===== src/rtl/inst_prefetch_queue.sv =====
// Byte-wide instruction prefetch queue: loads the reset vector, then streams
// opcode bytes from the fetch address into a circular queue for the decoder.
module inst_prefetch_queue #(
  parameter int unsigned       DEPTH   = 16,
  parameter int unsigned       ADDR_W  = 16,
  parameter logic [ADDR_W-1:0] RST_VEC = ADDR_W'(16'hFFFC)
) (
  input  logic              clk,
  input  logic              rst_n,
  output logic              mem_req,
  output logic [ADDR_W-1:0] mem_addr,
  input  logic              mem_ack,
  input  logic [7:0]        mem_rdata,
  input  logic              flush,
  input  logic [ADDR_W-1:0] flush_pc,
  output logic              inst_valid,
  output logic [7:0]        inst_op,
  output logic [7:0]        inst_op1,
  output logic [7:0]        inst_op2,
  output logic [1:0]        avail,
  output logic [ADDR_W-1:0] inst_pc,
  input  logic              consume,
  input  logic [1:0]        consume_len,
  output logic              consume_err
);

  localparam int unsigned PTR_W = $clog2(DEPTH);
  localparam int unsigned CNT_W = PTR_W + 1;

  typedef enum logic [1:0] {
    ST_VEC_LO = 2'd0,
    ST_VEC_HI = 2'd1,
    ST_RUN    = 2'd2
  } state_e;

  state_e            state_q, state_d;
  logic [7:0]        vec_lo_q, vec_lo_d;
  logic [PTR_W-1:0]  head_q, head_d;
  logic [PTR_W-1:0]  tail_q, tail_d;
  logic [CNT_W-1:0]  count_q, count_d;
  logic [ADDR_W-1:0] fetch_addr_q, fetch_addr_d;
  logic [ADDR_W-1:0] inst_pc_q, inst_pc_d;
  logic              consume_err_q, consume_err_d;
  logic [7:0]        queue_q [DEPTH];

  logic              push_c;
  logic              consume_ok_c;

  // Bus request: vector fetches first, then fill while there is room.
  always_comb begin
    mem_req  = 1'b0;
    mem_addr = fetch_addr_q;
    case (state_q)
      ST_VEC_LO: begin
        mem_req  = 1'b1;
        mem_addr = RST_VEC;
      end
      ST_VEC_HI: begin
        mem_req  = 1'b1;
        mem_addr = RST_VEC + ADDR_W'(1);
      end
      default: mem_req = (count_q < CNT_W'(DEPTH));
    endcase
    if (flush || !rst_n) begin
      mem_req = 1'b0;
    end
  end

  // Decoder-facing view of the queue head.
  always_comb begin
    inst_valid  = (count_q != '0);
    avail       = (count_q >= CNT_W'(3)) ? 2'd3 : count_q[1:0];
    inst_op     = queue_q[head_q];
    inst_op1    = queue_q[head_q + PTR_W'(1)];
    inst_op2    = queue_q[head_q + PTR_W'(2)];
    inst_pc     = inst_pc_q;
    consume_err = consume_err_q;
  end

  assign push_c       = mem_req && mem_ack && (state_q == ST_RUN);
  assign consume_ok_c = consume && !flush && (consume_len != 2'd0) && (consume_len <= avail);

  // Next-state: flush overrides everything, else vector load / push / retire.
  always_comb begin
    state_d       = state_q;
    vec_lo_d      = vec_lo_q;
    head_d        = head_q;
    tail_d        = tail_q;
    count_d       = count_q;
    fetch_addr_d  = fetch_addr_q;
    inst_pc_d     = inst_pc_q;
    consume_err_d = consume && !flush && !consume_ok_c;

    if (flush) begin
      state_d      = ST_RUN;
      head_d       = '0;
      tail_d       = '0;
      count_d      = '0;
      fetch_addr_d = flush_pc;
      inst_pc_d    = flush_pc;
    end else begin
      case (state_q)
        ST_VEC_LO: begin
          if (mem_ack) begin
            vec_lo_d = mem_rdata;
            state_d  = ST_VEC_HI;
          end
        end
        ST_VEC_HI: begin
          if (mem_ack) begin
            fetch_addr_d = ADDR_W'({mem_rdata, vec_lo_q});
            inst_pc_d    = ADDR_W'({mem_rdata, vec_lo_q});
            state_d      = ST_RUN;
          end
        end
        default: ;
      endcase

      if (push_c) begin
        tail_d       = tail_q + PTR_W'(1);
        fetch_addr_d = fetch_addr_q + ADDR_W'(1);
      end
      if (consume_ok_c) begin
        head_d    = head_q + PTR_W'(consume_len);
        inst_pc_d = inst_pc_q + ADDR_W'(consume_len);
      end
      count_d = count_q + CNT_W'(push_c)
              - (consume_ok_c ? CNT_W'(consume_len) : CNT_W'(0));
    end
  end

  always_ff @(posedge clk or negedge rst_n) begin
    if (!rst_n) begin
      state_q       <= ST_VEC_LO;
      vec_lo_q      <= '0;
      head_q        <= '0;
      tail_q        <= '0;
      count_q       <= '0;
      fetch_addr_q  <= '0;
      inst_pc_q     <= '0;
      consume_err_q <= 1'b0;
    end else begin
      state_q       <= state_d;
      vec_lo_q      <= vec_lo_d;
      head_q        <= head_d;
      tail_q        <= tail_d;
      count_q       <= count_d;
      fetch_addr_q  <= fetch_addr_d;
      inst_pc_q     <= inst_pc_d;
      consume_err_q <= consume_err_d;
    end
  end

  // Byte storage; only RUN-state transfers are written.
  always_ff @(posedge clk or negedge rst_n) begin
    if (!rst_n) begin
      for (int i = 0; i < int'(DEPTH); i++) begin
        queue_q[i] <= '0;
      end
    end else if (push_c) begin
      queue_q[tail_q] <= mem_rdata;
    end
  end

endmodule


===== config.mk =====
export PLATFORM = sky130hd
export DESIGN_NAME = inst_prefetch_queue
export DESIGN_NICKNAME = d
export VERILOG_FILES = /design/src/rtl/inst_prefetch_queue.sv
export SDC_FILE = /design/constraint.sdc
export NUM_CORES = 1
export LEC_CHECK = 0
export ABC_AREA = 0
export BUFFER_PORTS_ARGS = -buffer_cell sky130_fd_sc_hd__buf_2
export CORE_ASPECT_RATIO = 0.9
export CORE_MARGIN = 1
export CORE_UTILIZATION = 45
export CTS_CLUSTER_SIZE = 24
export DETAILED_ROUTE_END_ITERATION = 10
export PLACE_DENSITY = 0.69
export SYNTH_ARGS = -nofsm -noshare
export SYNTH_HDL_FRONTEND = slang
export SYNTH_SLANG_ARGS = --single-unit

===== constraint.sdc =====
create_clock -name clk -period 2.8 [get_ports clk]
set_input_delay 0.56 -clock clk [delete_from_list [all_inputs] [get_ports clk]]
set_output_delay 0.56 -clock clk [all_outputs]
set_load 0.1 [all_outputs]

==> results of run 1 <==
[Yosys cell counts, types with 4 or more instances]
library cell,instances,share of area [%]
o21ai_0,18,0.77
o211ai_1,4,0.26
nand4_1,8,0.43
nor3_1,11,0.47
dfrtp_1,184,39
o21a_1,5,0.32
a211oi_1,12,0.77
nor2_1,41,1.3
buf_4,6,0.38
a31oi_1,11,0.59
buf_6,5,0.48
xor2_1,7,0.52
ha_1,22,2.3
mux2_2,136,13
xnor2_1,7,0.52
buf_2,18,0.77
nand3_2,12,1.0
nand3_1,18,0.77
mux2i_1,27,2.3
a21oi_1,39,1.7
mux4_2,93,18
inv_1,20,0.64
nor2b_1,14,0.74
nand2_1,67,2.1
o221ai_1,4,0.30
a311oi_1,6,0.45
clkbuf_1,30,0.96
o31ai_1,12,0.77
a32oi_1,10,0.74
nand2b_1,16,0.85
and2_1,6,0.32
buf_1,7,0.22
and3_1,10,0.53
[worst paths after layout]
path / depth (start not counted) / to / slack (ns)
setup / recovery: 7 / inst_op[5] / -0.45
hold / removal: 2 / queue_q[29] / 0.34
setup reg to reg: 16 / count_q[4] / -0.14
hold reg to reg: 1 / vec_lo_q[2] / 0.53
max in group asynchronous: 3 / queue_q[55] / 1.22
min in group clk: 2 / fetch_addr_q[12] / 0.36
[metal layers]
layer / track usage, % / vias up / routed length, um
met4: 11.3 / 0 / 1030
met2: 43.3 / 515 / 17400
li1: - / 3986 / -
met5: 0 / - / 0
met3: 5.39 / 82 / 3010
met1: 38.7 / 4808 / 14900
[flip-flops by register name (all words and copies together), names as in the netlist]
| name | count |
|---|---|
| fetch_addr_q | 16 |
| vec_lo_q | 8 |
| inst_pc | 16 |
| queue_q | 128 |
| count_q | 5 |
| consume_err | 1 |
| head_q | 4 |
| tail_q | 4 |
| state_q | 2 |
[what timing repair did]
item | 4_1_cts | 5_1_grt
hold buffers | 0 | 0
pin swaps | 12 | 17
gates resized for setup | 86 | 41
setup endpoints to repair | 28 | 28
setup buffers | 16 | 9
gates cloned | 7 | 5
[kinds of logic (layout without fill, tap and decap cells)]
family          Yosys count  after routing  synth area share, %
mux                     259            259                 33.8
simple gates            229            229                 10.8
flops                   184            184                 39.2
compound gates          147            147                 8.49
buf+inv                  89            273                 3.75
fa+ha+maj                25             25                 2.85
xor+xnor                 15             15                 1.18
[power breakdown]
| group | switching, mW | internal, mW |
|---|---|---|
| sequential | 0.329 | 2.94 |
| clock | 1.12 | 1.37 |
| combinational | 3.99 | 2.38 |
| total | 5.43 | 6.69 |
[final cells by class]
class	instances	area [um^2]	area share, %
sequential	184	4610	30.5
clock inverter	12	139	0.918
clock buffer	20	457	3.02
tap	342	428	2.83
multi-input combinational	675	7260	48.0
timing repair buffer	221	2150	14.2
inverter	20	75.1	0.496
[through the flow]
stage | setup TNS (ns) | util [%] | worst slack (ns)
final | -8.69 | 59.6 | -0.449
after global routing | -10.66 | 59.6 | -0.526
after detailed placement | -0.764 | 53.1 | -0.187
after floorplan | -7.03 | - | -0.949
after CTS | -8.43 | 58.2 | -0.470
after global placement | -0.362 | 53.1 | -0.129
[worst register-to-register path, stage by stage, from the launching register on]
cell and delay, ns:
dfrtp_1 0.39, inv_2 0.08, ha_4 0.12, nand3b_1 0.11
inv_2 0.09, ha_4 0.20, nor2b_4 0.12, o21a_2 0.21
or3_4 0.38, ha_4 0.23, inv_2 0.05, fa_2 0.21
inv_2 0.04, a21oi_2 0.12, nor2_2 0.05, or3_1 0.30
a21oi_1 0.16
==> impl_metrics.tcl, run 1 <==
set metrics [dict create \
    ys_ff_latch 184 \
    r2r-start "count_q[4]" \
    pin_count 92 \
    synth_ff_type "dfrtp_1" \
    syn_inst 948 \
    port_buffers 91 \
    vias_per_cell 6.37 \
    violations "negative setup slack" \
    cap_violations 0 \
    drt_wl_total_um 36400 \
    critical_path_arrival_ns 2.69 \
    hold_viol 0 \
    crit_path_start "head_q[0]" \
    synth_area_um2 11800 \
    grt_usage_pct 28.0 \
    final_cell_mix "182 x dfrtp_1, 136 x mux2_2, 100 x buf_4" \
    h-tree-depth 4 \
    gp_congestion 0.889 \
    ys_types 67 \
    path_delay_family "multiplexers" \
    worst_pin_slew_ns 1.00 \
    crit_type "flop to output pin" \
    drv_slew 0 \
    cp-end-kind "output pin" \
    grt_pass1_vias 9493 \
    numCtsBuffers 17 \
    wire_per_inst_um 24.7 \
    power.leakage_nw 6.48 \
    crit_chain "buf_4 > buf_12 > buf_6 > buf_16 > mux4_2 > mux4_2 > buf_6" \
    status "complete, but fails checks" \
    holdCritPathClass "input port to asynchronous set/reset pin" \
    crit_buf_inv 5 \
    dp.final_hpwl_um 23400 \
    hold_ws_ns 0.336 \
    nFillCells 1894 \
    ys_warn_count 0 \
    skew_ns 0.0122 \
    cp_max_fo 8 \
    num_antenna_cells 0 \
    vias 9391 \
    cts_tree "built" \
    clock_sinks 184 \
    die_area_um2 26800 \
    power_density_nw_per_um2 802 \
    drc 0 \
    grt_max_degree 75 \
    area_growth_pct 28.6 \
    die_h_um 155 \
    finalPower_mw 12.1 \
    ant_nets 0 \
    drive_above_1_share_pct 51.6 \
    place_area_um2 13500 \
    ys_seq_area_share_pct 39.2 \
    setup_viol 26 \
    setup_slack_ns -0.449 \
    fin_crit_sh_pct 116 \
    worstPathRequired_ns 2.24 \
    synth_edf_count 0 \
    cp_slowest_cell "mux4_2" \
    final_cells 1474 \
    cts.clk_slew.worst_paths_ns 0.07 \
    finish.instance_area_um2 15100 \
    globalRouteOverflowTotal 0 \
    ir_drop_mv 0.519 \
    max_slew_margin_pct 33.3 \
    cts_root_buf "clkbuf_16" \
    drtIter0Drc 1025 \
    nets 1175 \
    core_area_um2 25400 \
    synth.avg_cell_area_um2 12.4 \
    mostFrequentLayoutCell "dfrtp_1" \
    cpPeakStageDelay_ns 0.53 \
    synth_nets 1004 \
    placed_cells 1406 \
    rsz0062_at_grt "yes" \
    clockBufferDepth 2 \
    ys_async_sr_fraction_pct 100 \
    rows 55 \
    clk_latency_ns 0.44 \
    chipWidth_um 172 \
    start_util_pct 46.3 \
    drtPass1Iterations 5 \
    fmax_ghz 0.308 \
    critPathLaunchType "flop" \
    antenna_found_initial 0 \
    period_needed_ns 3.25 \
    grt_pass1_wl_um 55800 \
]
Power figures use the tool's default switching activity.
==> inputs of run 2 (changes only) <==
==> constraint.sdc (replaced) <==
create_clock -name clk -period 2.8 [get_ports clk]
set_input_delay 0.56 -clock clk [delete_from_list [all_inputs] [get_ports clk]]
set_output_delay 0.56 -clock clk [all_outputs]
set_load 0.02 [all_outputs]
==> impl_metrics.tcl, run 2 (synthesis gave the netlist of run 1 again) <==
set metrics [dict create \
    ant_nets 0 \
    ctsHoldBuffers 0 \
    status "complete, but fails checks" \
    clockBufferDepth 2 \
    fmax_ghz 0.323 \
    grt_max_degree 162 \
    num_antenna_cells 0 \
    pre_cts_ws_ns -0.193 \
    area_growth_pct 23.3 \
    wire_per_inst_um 24.5 \
    period_needed_ns 3.10 \
    die_h_um 155 \
    pin_count 92 \
    grt_pass1_vias 9039 \
    largest_register_ffs 128 \
    power.leakage_nw 6.26 \
    dp.final_hpwl_um 23400 \
    chipWidth_um 172 \
    r2r-start "count_q[4]" \
    die_area_um2 26800 \
    nFillCells 2042 \
    cts_tree "built" \
    max_slew_margin_pct 31.0 \
    crit_path_start "head_q[0]" \
    drv_slew 0 \
    nets 1153 \
    cap_violations 0 \
    place_area_um2 13000 \
    setup_slack_ns -0.301 \
    numCtsBuffers 17 \
    vias_per_cell 6.46 \
    final_cell_mix "181 x dfrtp_1, 136 x mux2_2, 96 x mux4_2" \
    worstPathRequired_ns 2.24 \
    finish.instance_area_um2 14500 \
    drt_wl_total_um 35500 \
    drtPass1Iterations 5 \
    holdCritPathClass "input port to asynchronous set/reset pin" \
    grt_usage_pct 26.8 \
    cts_root_buf "clkbuf_16" \
    grt_pass1_wl_um 53400 \
    finalCoreUtilization_pct 57.1 \
    drc 0 \
    hold_viol 0 \
    core_area_um2 25400 \
    h-tree-depth 4 \
    skew_ns 0.0102 \
    clk_latency_ns 0.44 \
    port_buffers 91 \
    final_cells 1451 \
    mostFrequentLayoutCell "dfrtp_1" \
    drive_above_1_share_pct 49.1 \
    reg2reg_slack_ns -0.18 \
    antenna_found_initial 0 \
    clock_sinks 184 \
    rsz0062_at_grt "yes" \
    cp_max_fo 5 \
    power_density_nw_per_um2 669 \
    drtIter0Drc 986 \
    start_util_pct 46.3 \
    violations "negative setup slack" \
    regMostFlops "queue_q" \
    setup_viol 27 \
    globalRouteOverflowTotal 0 \
    cp-end-kind "output pin" \
    vias 9370 \
    critical_path_arrival_ns 2.54 \
    ir_drop_mv 0.565 \
    crit_type "flop to output pin" \
    gp_congestion 0.896 \
    placed_cells 1387 \
    tns_ns -5.79 \
    rows 55 \
    worst_pin_slew_ns 1.04 \
    fin_crit_sh_pct 111 \
    critPathLaunchType "flop" \
    cts.clk_slew.worst_paths_ns 0.07 \
]
-- run 2: area by class of cell --
| cell class | instances | area, um^2 | area share (%) |
|---|---|---|---|
| repair buffers | 199 | 1690 | 11.7 |
| clock buffers | 18 | 429 | 2.96 |
| inverters | 20 | 77.6 | 0.535 |
| well taps | 342 | 428 | 2.95 |
| flip-flops and latches | 184 | 4610 | 31.8 |
| multi-input cells | 675 | 7070 | 48.7 |
| clock inverters | 13 | 196 | 1.35 |
-- run 2: what timing repair did --
action / 4_1_cts / 5_1_grt
cloned: 3 / 5
pin swaps: 5 / 14
endpoints found under the setup margin: 28 / 28
gates resized for setup: 38 / 81
buffers inserted: 10 / 15
-- run 2: stage by stage --
stage / power [mW] / hold WS (ns)
finish: 9.70 / 0.157
detailed placement: 6.48 / 0.537
global route: 10.2 / 0.179
floorplan: 5.36 / 0.264
global placement: 6.41 / 0.524
CTS: 9.28 / 0.154
-- run 2: worst max-delay path, stage by stage (launching register included) --
cell and delay, ns:
dfrtp_4 0.51, buf_12 0.16, buf_12 0.14, clkbuf_16 0.16, mux4_2 0.49, mux4_2 0.47
buf_2 0.17
-- run 2: path summary, 6_finish.rpt --
path / to / cells past startpoint
worst max-delay path: inst_op[1] / 6
worst min-delay path: fetch_addr_q[7] / 2
worst max register to register: count_q[4] / 16
worst min register to register: queue_q[36] / 1
max in group asynchronous: queue_q[92] / 3
min in group clk: fetch_addr_q[0] / 3
-- run 2: per-layer routing --
layer | vias up | share of wire, % | track usage [%]
met4 | 0 | 3.5 | 11.0
met1 | 4797 | 41 | 36.4
met2 | 539 | 47 | 41.5
met5 | - | 0 | 0
li1 | 3955 | - | -
met3 | 79 | 8.5 | 6.03
-- run 2: where the power goes --
| group | internal [mW] | total, mW | switching (mW) |
|---|---|---|---|
| Combinational | 1.87 | 3.81 | 1.93 |
| Clock | 1.51 | 2.62 | 1.11 |
| Sequential | 2.94 | 3.28 | 0.340 |
